$ cat config.mk
export PLATFORM = sky130hd
export DESIGN_NAME = sp1_skid
export DESIGN_NICKNAME = d
export VERILOG_FILES = /design/src/rtl/sp1_skid_pkg.sv /design/src/rtl/sp1_ff.sv /design/src/rtl/sp1_skid.sv
export SDC_FILE = /design/constraint.sdc
export NUM_CORES = 1
export LEC_CHECK = 0
export BUFFER_PORTS_ARGS = -buffer_cell sky130_fd_sc_hd__clkbuf_2
export CAP_MARGIN = 10
export CORE_MARGIN = 4
export CORE_UTILIZATION = 53
export DETAILED_ROUTE_END_ITERATION = 8
export HOLD_SLACK_MARGIN = 0.08
export MAX_ROUTING_LAYER = met4
export PLACE_DENSITY = 0.86
export SKIP_LAST_GASP = 1
export SYNTH_ARGS = -nofsm -noshare
export SYNTH_HDL_FRONTEND = slang
export SYNTH_HIERARCHICAL = 1
export SYNTH_SLANG_ARGS = --single-unit
$ cat constraint.sdc
create_clock -name clk -period 3.1 [get_ports clk]
set_clock_uncertainty 0.15 [all_clocks]
set_input_delay 0.31 -clock clk [delete_from_list [all_inputs] [get_ports clk]]
set_output_delay 0.31 -clock clk [all_outputs]
set_load 0.03 [all_outputs]
$ cat src/rtl/sp1_skid_pkg.sv
// sp1_skid_pkg: shared types for the sp1 two-entry skid buffer.
//   skid_state_e : occupancy state (EMPTY / ONE / FULL); encoding 2'd3 is illegal.
package sp1_skid_pkg;

  typedef enum logic [1:0] {
    StEmpty = 2'd0,  // no entries
    StOne   = 2'd1,  // main valid
    StFull  = 2'd2   // main and skid valid
  } skid_state_e;

endpackage

$ cat src/rtl/sp1_ff.sv
// sp1_ff: plain data register with load enable and synchronous active-high reset to zero.
//   clk : clock
//   rst : synchronous reset, clears q
//   en  : load enable
//   d   : next data
//   q   : registered data
module sp1_ff #(
  parameter int unsigned W = 32
) (
  input  logic         clk,
  input  logic         rst,
  input  logic         en,
  input  logic [W-1:0] d,
  output logic [W-1:0] q
);

  always_ff @(posedge clk) begin
    if (rst) begin
      q <= '0;
    end else if (en) begin
      q <= d;
    end
  end

endmodule

$ cat src/rtl/sp1_skid.sv
// sp1_skid: two-entry valid/ready pipeline buffer between producer and consumer stages.
// Full throughput; in_ready is derived only from the state register and rst.
//   clk       : clock
//   rst       : synchronous reset, active-high, priority over flush
//   flush     : discard buffered data (data registers keep their contents)
//   in_valid  : producer has data         in_ready  : buffer can accept this cycle
//   in_data   : producer data
//   out_valid : out_data is valid         out_ready : consumer accepts this cycle
//   out_data  : head data (main register)
//   stall_cnt : saturating count of out_valid & ~out_ready cycles
// Optional feature macro: SP1_SKID_STAT_EN adds parameter CW and port stall_cnt.
module sp1_skid
  import sp1_skid_pkg::*;
#(
  parameter int unsigned DW = 32
`ifdef SP1_SKID_STAT_EN
  ,
  parameter int unsigned CW = 16
`endif
) (
  input  logic          clk,
  input  logic          rst,
  input  logic          flush,
  input  logic          in_valid,
  output logic          in_ready,
  input  logic [DW-1:0] in_data,
  output logic          out_valid,
  input  logic          out_ready,
  output logic [DW-1:0] out_data
`ifdef SP1_SKID_STAT_EN
  ,
  output logic [CW-1:0] stall_cnt
`endif
);

  skid_state_e   state_q, state_d;
  logic          in_acc, out_acc;
  logic          main_en, skid_en;
  logic [DW-1:0] main_d, main_q, skid_q;

  assign in_acc  = in_valid & in_ready;
  assign out_acc = out_valid & out_ready;

  // State register
  always_ff @(posedge clk) begin
    if (rst) begin
      state_q <= StEmpty;
    end else begin
      state_q <= state_d;
    end
  end

  // Next-state logic
  always_comb begin
    state_d = state_q;
    if (flush) begin
      state_d = StEmpty;
    end else begin
      case (state_q)
        StEmpty: if (in_acc) state_d = StOne;
        StOne: begin
          if (in_acc && !out_acc) begin
            state_d = StFull;
          end else if (!in_acc && out_acc) begin
            state_d = StEmpty;
          end
        end
        StFull:  if (out_acc) state_d = StOne;
        default: state_d = StEmpty;  // illegal encoding recovers to empty
      endcase
    end
  end

  // Output and register-enable decode
  always_comb begin
    out_valid = (state_q != StEmpty);
    in_ready  = (state_q != StFull) & ~rst;
    main_en   = 1'b0;
    skid_en   = 1'b0;
    main_d    = in_data;
    case (state_q)
      StEmpty: main_en = in_acc;
      StOne: begin
        main_en = in_acc & out_acc;
        skid_en = in_acc & ~out_acc;
      end
      StFull: begin
        // Drain the overflow entry into the head register.
        main_en = out_acc;
        main_d  = skid_q;
      end
      default: begin
        main_en = 1'b0;
        skid_en = 1'b0;
      end
    endcase
  end

  sp1_ff #(.W(DW)) u_main (
    .clk (clk),
    .rst (rst),
    .en  (main_en),
    .d   (main_d),
    .q   (main_q)
  );

  sp1_ff #(.W(DW)) u_skid (
    .clk (clk),
    .rst (rst),
    .en  (skid_en),
    .d   (in_data),
    .q   (skid_q)
  );

  assign out_data = main_q;

`ifdef SP1_SKID_STAT_EN
  logic [CW-1:0] stall_q;

  always_ff @(posedge clk) begin
    if (rst || flush) begin
      stall_q <= '0;
    end else if (out_valid && !out_ready && (stall_q != {CW{1'b1}})) begin
      stall_q <= stall_q + CW'(1);
    end
  end

  assign stall_cnt = stall_q;
`endif

endmodule

==> results.ini, run 1 <==
[timing]
max_clock_freq_mhz=350
slew_headroom_pct=28.1
setup-tns-final_ns=0
rsz0062_at_grt=no
finalHoldViolCount=0
slew_violations=0
tightest_slew_ns=1.07
period_minus_slack_ns=2.86
post-route-period-util_pct=92.2
setup_viol=0

[worst_setup_path]
regToRegEndpoint=u_main/q[9]
crit_type=register to register
rrSetupSlack_ns=0.24
worstPathArrival_ns=2.91
r2r-start=state_q[1]
critPathCaptureType=register
cp_max_fo=25
cp.required_ns=3.15
cp-start-kind=register
reg2regPathDepth=8

[yosys]
yosysTopAreaCellShare_pct=43.5
syn-mean-instance-area_sq_um=11.5
yosys-top-cells-area=dfxtp_1 44%, mux2i_1 21%, mux2_4 13%
syn_inst=264
ys.flop_type=dfxtp_1
synth_top_area_cell=dfxtp_1
ys_top_cells_by_count=66 x dfxtp_1, 66 x nor2_1, 64 x mux2i_1
syn-num-nets=303
async_reset_ff_share_pct=0
ys_ff_latch=66
syn_area_sq_um=3030
yosysUniqueCellTypes=24
synth_edf_count=0
ys_warn_count=6
ys_seq_area_share_pct=43.5

[clock_tree]
cts_buffer_depth=2
root_buffer=clkbuf_8
cts_tree=yes
cts_hold_buf=14
clk_latency_ns=0.33
path_clk_slew_ns=0.07
htreeDepth=3
post_cts_buffers=0
cts_resized=0
cts.sinks=66
cts_buffers=9

[detailed_routing]
drt_iter0_markers=78
firstDrtPassIters=4
wirelength_um=6040
drt-vias-per-instance=5.02
vias=2134
drcViolationCount=0
ant_nets=0
wl_per_cell_um=14.2

[place]
gp_congestion=0.700
placed_cell_area_sq_um=3320
io_buffer_count=70
dp_hpwl_um=4060

[power_and_ir_drop]
powerDensity_nw_per_um2=516
peakVddDrop_mv=0.344
leakagePower_uw=0.00159

[final_layout]
final_nets=387
fin_util_pct=66.5
drive_above_1_share_pct=36.8
fin_area_sq_um=3680
num_antenna_cells=0
fillCellCount=447
syn_to_final_growth_pct=21.4

[floorplanning]
initial_core_util_pct=54.8
num_rows=27
die_w_um=83.7
die_y_um=83.7
die_area_sq_um=7000
coreArea_sq_um=5540
ios=71

[hold_path]
hp-class=primary input to register
holdPathEnd=u_skid/q[16]
hold_depth=3
worstHoldStart=in_data[16]

[global_route]
grt_usage_pct=18.3
grt_overflow_total=0
grt_antenna_before_repair=0
grt_max_degree=48
grt_pass1_wl_um=10100
grt_pass1_vias=2183

[run]
cap_violations=0

[status]
status=complete, no violations

[worst max-delay path, cell delays in order, from the launching register on]
cell     delay, ns
dfxtp_1       0.40
nor2b_4       0.17
nor3b_1       0.28
ha_1          0.21
a21oi_1       0.09
o21ai_4       0.85
buf_4         0.29
mux2i_1       0.21
nor2_1        0.07
[state kept, by name, summed over array words and instances, names as in the netlist]
register  count
state_q       2
u_main/q     32
u_skid/q     32
[routing by layer]
layer | vias up | share of wire (%) | global-route usage, %
li1 | 1069 | - | -
met5 | - | 0 | -
met2 | 49 | 49 | 29.6
met3 | 8 | 4.4 | 3.85
met1 | 1008 | 46 | 21.8
met4 | 0 | 1.3 | 8.33
[cell families after synthesis]
group / Yosys count / synth area share (%)
muxes: 96 / 36.3
AOI/OAI and AO/OA: 5 / 1.32
DFF: 66 / 43.5
and+or+nand+nor: 76 / 10.4
buffers and inverters: 19 / 7.59
adders and majority gates: 2 / 0.825
[stage by stage]
step                      hold WS, ns  setup slack (ns)  total power (uW)  std cells
after floorplan                 0.225             0.893              1060        264
after global placement          0.317             0.419              1110        395
after detailed placement        0.331             0.240              1120        395
after CTS                      0.0809             0.248              1930        425
after global routing           0.0977            0.0822              1980        425
final                          0.0923             0.241              1900        425
[cells in the final DEF (no fill, tap or decap), types with 2 or more instances in the layout]
cell	count
buf_4	7
bufinv_16	2
clkbuf_2	70
clkbuf_8	10
clkinv_2	2
dfxtp_1	66
dlygate4sd3_1	14
ha_1	2
mux2_2	5
mux2_4	27
mux2i_1	64
nand2_1	2
nor2_1	65
nor3b_1	2
[worst max path at each step]
stage,startpoint,to
global placement,state_q[1],u_main/q[4]
global route,state_q[1],u_main/q[2]
finish,state_q[1],u_main/q[9]
detailed placement,state_q[1],u_main/q[9]
floorplan,state_q[1],u_main/q[0]
CTS,state_q[1],u_main/q[9]
[cell type report]
type                            count  area (sq um)  area share, %
Multi-Input combinational cell    179          1510           40.9
Sequential cell                    66          1320           35.9
Inverter                            1          3.75          0.102
Clock inverter                      5          77.6           2.11
Tap cell                           72          90.1           2.45
Clock buffer                       11           141           3.84
Timing Repair Buffer               91           543           14.7
[power by group]
group | switching [uW] | internal, uW
clock network | 311 | 472
registers | 14.5 | 873
logic | 124 | 105
total | 450 | 1450
No activity file was read; power rests on OpenSTA's default activity.
==> run 2, diff against run 1 <==
--- a/config.mk
+++ b/config.mk
@@ -8,11 +8,11 @@
 export BUFFER_PORTS_ARGS = -buffer_cell sky130_fd_sc_hd__clkbuf_2
 export CAP_MARGIN = 10
 export CORE_MARGIN = 4
-export CORE_UTILIZATION = 53
+export CORE_UTILIZATION = 48
 export DETAILED_ROUTE_END_ITERATION = 8
 export HOLD_SLACK_MARGIN = 0.08
 export MAX_ROUTING_LAYER = met4
-export PLACE_DENSITY = 0.86
+export PLACE_DENSITY = 0.82
 export SKIP_LAST_GASP = 1
 export SYNTH_ARGS = -nofsm -noshare
 export SYNTH_HDL_FRONTEND = slang
==> constraint.sdc (replaced) <==
create_clock -name clk -period 2.5 [get_ports clk]
set_clock_uncertainty 0.15 [all_clocks]
set_input_delay 0.25 -clock clk [delete_from_list [all_inputs] [get_ports clk]]
set_output_delay 0.25 -clock clk [all_outputs]
set_load 0.03 [all_outputs]
==> results.ini, run 2 (synthesis results as in run 1) <==
[status]
status=complete, no violations

[run]
cap_violations=0

[clock_tree]
cts_buffer_depth=2
cts_tree=yes
cts.sinks=66
root_buffer=clkbuf_8
cts_buffers=9
htreeDepth=3
path_clk_slew_ns=0.07
clk_latency_ns=0.33

[power_and_ir_drop]
pwr-share-comb_pct=13.1
leakagePower_uw=0.00167
switching_share_pct=23.8
p_seq_share_pct=47.1
p_clk_share_pct=39.9
powerDensity_nw_per_um2=602
peakVddDrop_mv=0.645
power.internal_uw=1780
power.switching_uw=556
finalPower_uw=2340

[global_route]
grt_pass1_vias=2238
grt_max_degree=68
grt_antenna_before_repair=0
grt_pass1_wl_um=10400
grt_usage_pct=18.2
grt_overflow_total=0

[final_layout]
syn_to_final_growth_pct=28.0
reg_top3=u_main/q (32), u_skid/q (32), state_q (2)
multi_input_area_sq_um=1510
drive_above_1_share_pct=35.2
final_nets=407
layout.area.seq_sq_um=1320
final_cell_mix=70 x clkbuf_2, 66 x dfxtp_1, 65 x nor2_1
fillCellCount=477
mostFrequentLayoutCell=clkbuf_2
fin_area_sq_um=3880

[worst_setup_path]
critPathCaptureType=register
critPathMaxStageDelay_ns=0.59
cp_max_fo=7
cp-start-kind=register
cp.required_ns=2.57
crit_chain=nor2b_4, nor3b_2, ha_1, and2_1, o21bai_1, a211oi_2, dlygate4sd3_1
crit_type=register to register
crit_slowest_cell=dlygate4sd3_1
worstPathArrival_ns=2.43

[place]
gp_congestion=0.716
io_buffer_count=70
dp_hpwl_um=3900
placed_cell_area_sq_um=3330

[floorplanning]
coreArea_sq_um=6030
initial_core_util_pct=50.4
num_rows=28
die_y_um=87.5
die_w_um=87.5
die_area_sq_um=7660
ios=71

[detailed_routing]
wirelength_um=6160
wl_per_cell_um=13.8
drt-vias-per-instance=4.88
ant_nets=0
vias=2187
drt_iter0_markers=51
drcViolationCount=0
firstDrtPassIters=6

[timing]
period_minus_slack_ns=2.36
post-route-period-util_pct=94.2
rsz0062_at_grt=no
finalHoldViolCount=0
slew_violations=0
setup-tns-final_ns=0
setup_viol=0
tightest_slew_ns=0.677
slew_headroom_pct=54.8
max_clock_freq_mhz=424

[hold_path]
hp-class=primary input to register

## run 2: timing repair
| action | in CTS | in global routing |
|---|---|---|
| hold endpoints to repair | 34 | 0 |
| resized for setup | 0 | 1 |
| buffers inserted | 0 | 0 |
| hold buffers | 34 | 0 |
| endpoints found under the setup margin | 0 | 1 |
## run 2: final cells by class
| class | instances | area share, % |
|---|---|---|
| timing repair buffer | 111 | 19.1 |
| sequential | 66 | 34.0 |
| multi-input combinational | 179 | 38.9 |
| antenna | 1 | 0.0645 |
| clock buffer | 9 | 3.19 |
| inverter | 1 | 0.0967 |
| tap | 75 | 2.42 |
| clock inverter | 6 | 2.13 |
## run 2: final timing paths
kind | startpoint | endpoint | slack (ns) | depth (start not counted)
hold reg to reg | u_main/q[21] | u_main/q[21] | 0.34 | 2
hold / removal | out_ready | state_q[1] | 0.14 | 3
setup reg to reg | state_q[1] | state_q[0] | 0.14 | 7
setup / recovery | state_q[1] | state_q[0] | 0.14 | 7
## run 2: stage by stage
| stage | worst slack [ns] | hold slack, ns | instances | utilization, % |
|---|---|---|---|---|
| 3_3_place_gp | 0.406 | 0.287 | 398 | 55.2 |
| 5_1_grt | 0.0293 | 0.137 | 447 | 64.4 |
| 6_report | 0.144 | 0.137 | 448 | 64.4 |
| 2_1_floorplan | 0.293 | 0.165 | 264 | - |
| 4_1_cts | 0.111 | 0.117 | 447 | 64.3 |
| 3_5_place_dp | 0.306 | 0.289 | 398 | 55.2 |
## run 2: layer usage
layer | vias up | GRT usage, % | share of wire, %
met4 | 0 | 6.42 | 0.71
met2 | 53 | 28.8 | 51
met1 | 1027 | 21.1 | 43
li1 | 1102 | - | -
met5 | - | - | 0
met3 | 5 | 6.91 | 6.0
## run 2: power groups by stage
stage                     combinational, uW  clock (uW)  sequential [uW]
after global placement                  258           0             1120
after global routing                    333        1000             1100
after floorplan                         140           0             1170
after CTS                               305         961             1100
final                                   305         932             1100
after detailed placement                263           0             1120
## run 2: worst max-delay path, delay by kind of cell, from the launching register on
family	cells	cell delay (ns)
fa+ha+maj	1	0.28
simple gates	3	0.48
compound gates	2	0.22
flops	1	0.53
buf+inv	1	0.59
==> run 3, diff against run 2 <==
--- a/config.mk
+++ b/config.mk
@@ -13,6 +13,7 @@
 export HOLD_SLACK_MARGIN = 0.08
 export MAX_ROUTING_LAYER = met4
 export PLACE_DENSITY = 0.82
+export RECOVER_POWER = 50
 export SKIP_LAST_GASP = 1
 export SYNTH_ARGS = -nofsm -noshare
 export SYNTH_HDL_FRONTEND = slang
==> results.ini, run 3 (synthesis results as in run 1) <==
[place]
dp_hpwl_um=3900
placed_cell_area_sq_um=3330
io_buffer_count=70
dp_slack_ns=0.306
gp_congestion=0.716

[timing]
finalHoldViolCount=0
setup_viol=0
slew_headroom_pct=54.6
fin_ws_ns=0.142
period_minus_slack_ns=2.36
tightest_slew_ns=0.681
max_clock_freq_mhz=424
slew_violations=0
post-route-period-util_pct=94.3
rsz0062_at_grt=no
setup-tns-final_ns=0

[detailed_routing]
drt-vias-per-instance=4.87
ant_nets=0
firstDrtPassIters=4
wl_per_cell_um=13.7
wirelength_um=6160
drt_iter0_markers=64
vias=2181
drcViolationCount=0

[global_route]
grt_usage_pct=18.2
grt_max_degree=68
grt_pass1_vias=2238
grt_pass1_wl_um=10400
grt_antenna_before_repair=0
grt_overflow_total=0

[final_layout]
final_cell_mix=66 x dfxtp_1, 65 x nor2_1, 64 x mux2i_1
multi_input_area_sq_um=1510
fillCellCount=502
drive_above_1_share_pct=26.3
syn_to_final_growth_pct=26.6
layout.area.seq_sq_um=1320
reg_top3=u_main/q (32), u_skid/q (32), state_q (2)
mostFrequentLayoutCell=dfxtp_1
fin_area_sq_um=3840
final_nets=407

[floorplanning]
die_w_um=87.5
die_area_sq_um=7660
coreArea_sq_um=6030
ios=71
num_rows=28
die_y_um=87.5
initial_core_util_pct=50.4

[clock_tree]
root_buffer=clkbuf_8
cts.sinks=66
cts_buffer_depth=2
cts_tree=yes
htreeDepth=3
path_clk_slew_ns=0.07
clk_latency_ns=0.33
cts_buffers=9

[hold_path]
hp-class=primary input to register

[power_and_ir_drop]
leakagePower_uw=0.00156
powerDensity_nw_per_um2=606
peakVddDrop_mv=0.645
finalPower_uw=2330

[worst_setup_path]
critPathCaptureType=register
crit_buf_inv=1
cp.required_ns=2.57
cp_max_fo=7
cp-start-kind=register
crit_slowest_cell=dlygate4sd3_1
crit_type=register to register
crit_chain=nor2b_4, nor3b_2, ha_1, and2_1, o21bai_1, a211oi_2, dlygate4sd3_1
worstPathArrival_ns=2.43
critPathMaxStageDelay_ns=0.59
critical-path-top-delay-family=buffers and inverters

[status]
status=complete, no violations

[run]
cap_violations=0

[run 3: cell count changes in the layout (fill, tap and decap cells not counted)]
cell	previous run	this run
clkbuf_1	0	33
clkbuf_2	70	37
[run 3: path summary, 6_finish.rpt]
path           startpoint           end  slack, ns  cells after the start
max            state_q[1]    state_q[0]       0.14                      7
min             out_ready    state_q[1]       0.14                      3
max reg2reg    state_q[1]    state_q[0]       0.14                      7
min reg2reg  u_main/q[21]  u_main/q[21]       0.34                      2
[run 3: layout make-up]
| type | instances | area share [%] |
|---|---|---|
| multi-input cells | 179 | 39.3 |
| flip-flops and latches | 66 | 34.4 |
| repair buffers | 111 | 18.3 |
| clock buffers | 9 | 3.22 |
| well taps | 75 | 2.44 |
| clock inverters | 6 | 2.15 |
| inverters | 1 | 0.0977 |
| diodes | 1 | 0.0651 |
[run 3: repair_timing]
item,in CTS,in global routing
endpoints found under the setup margin,0,1
hold endpoints to repair,34,0
gates resized for setup,0,1
hold buffers,34,0
buffers inserted,0,0
[run 3: per-layer routing]
metal	up-vias	wire, um	GRT usage (%)
met3	5	352	6.91
met2	50	3100	28.8
li1	1103	-	-
met5	-	0	-
met1	1023	2660	21.1
met4	0	44	6.42
[run 3: where the power goes]
part / switching, uW / leakage, uW / internal (uW)
registers: 17.1 / 0.000536 / 1080
clock network: 381 / 0.000105 / 550
logic: 157 / 0.000921 / 142
[run 3: stage by stage]
step / util, % / hold WS [ns] / instances
final: 63.7 / 0.139 / 448
after global routing: 63.7 / 0.137 / 447
after CTS: 64.3 / 0.117 / 447
after detailed placement: 55.2 / 0.289 / 398
after global placement: 55.2 / 0.287 / 398
after floorplan: - / 0.165 / 264
[run 3: worst register-to-register path, cell delays in order, from the launching register on]
cell and delay (ns):
dfxtp_1 0.53, nor2b_4 0.25, nor3b_2 0.07, ha_1 0.28, and2_1 0.16, o21bai_1 0.14
a211oi_2 0.08, dlygate4sd3_1 0.59
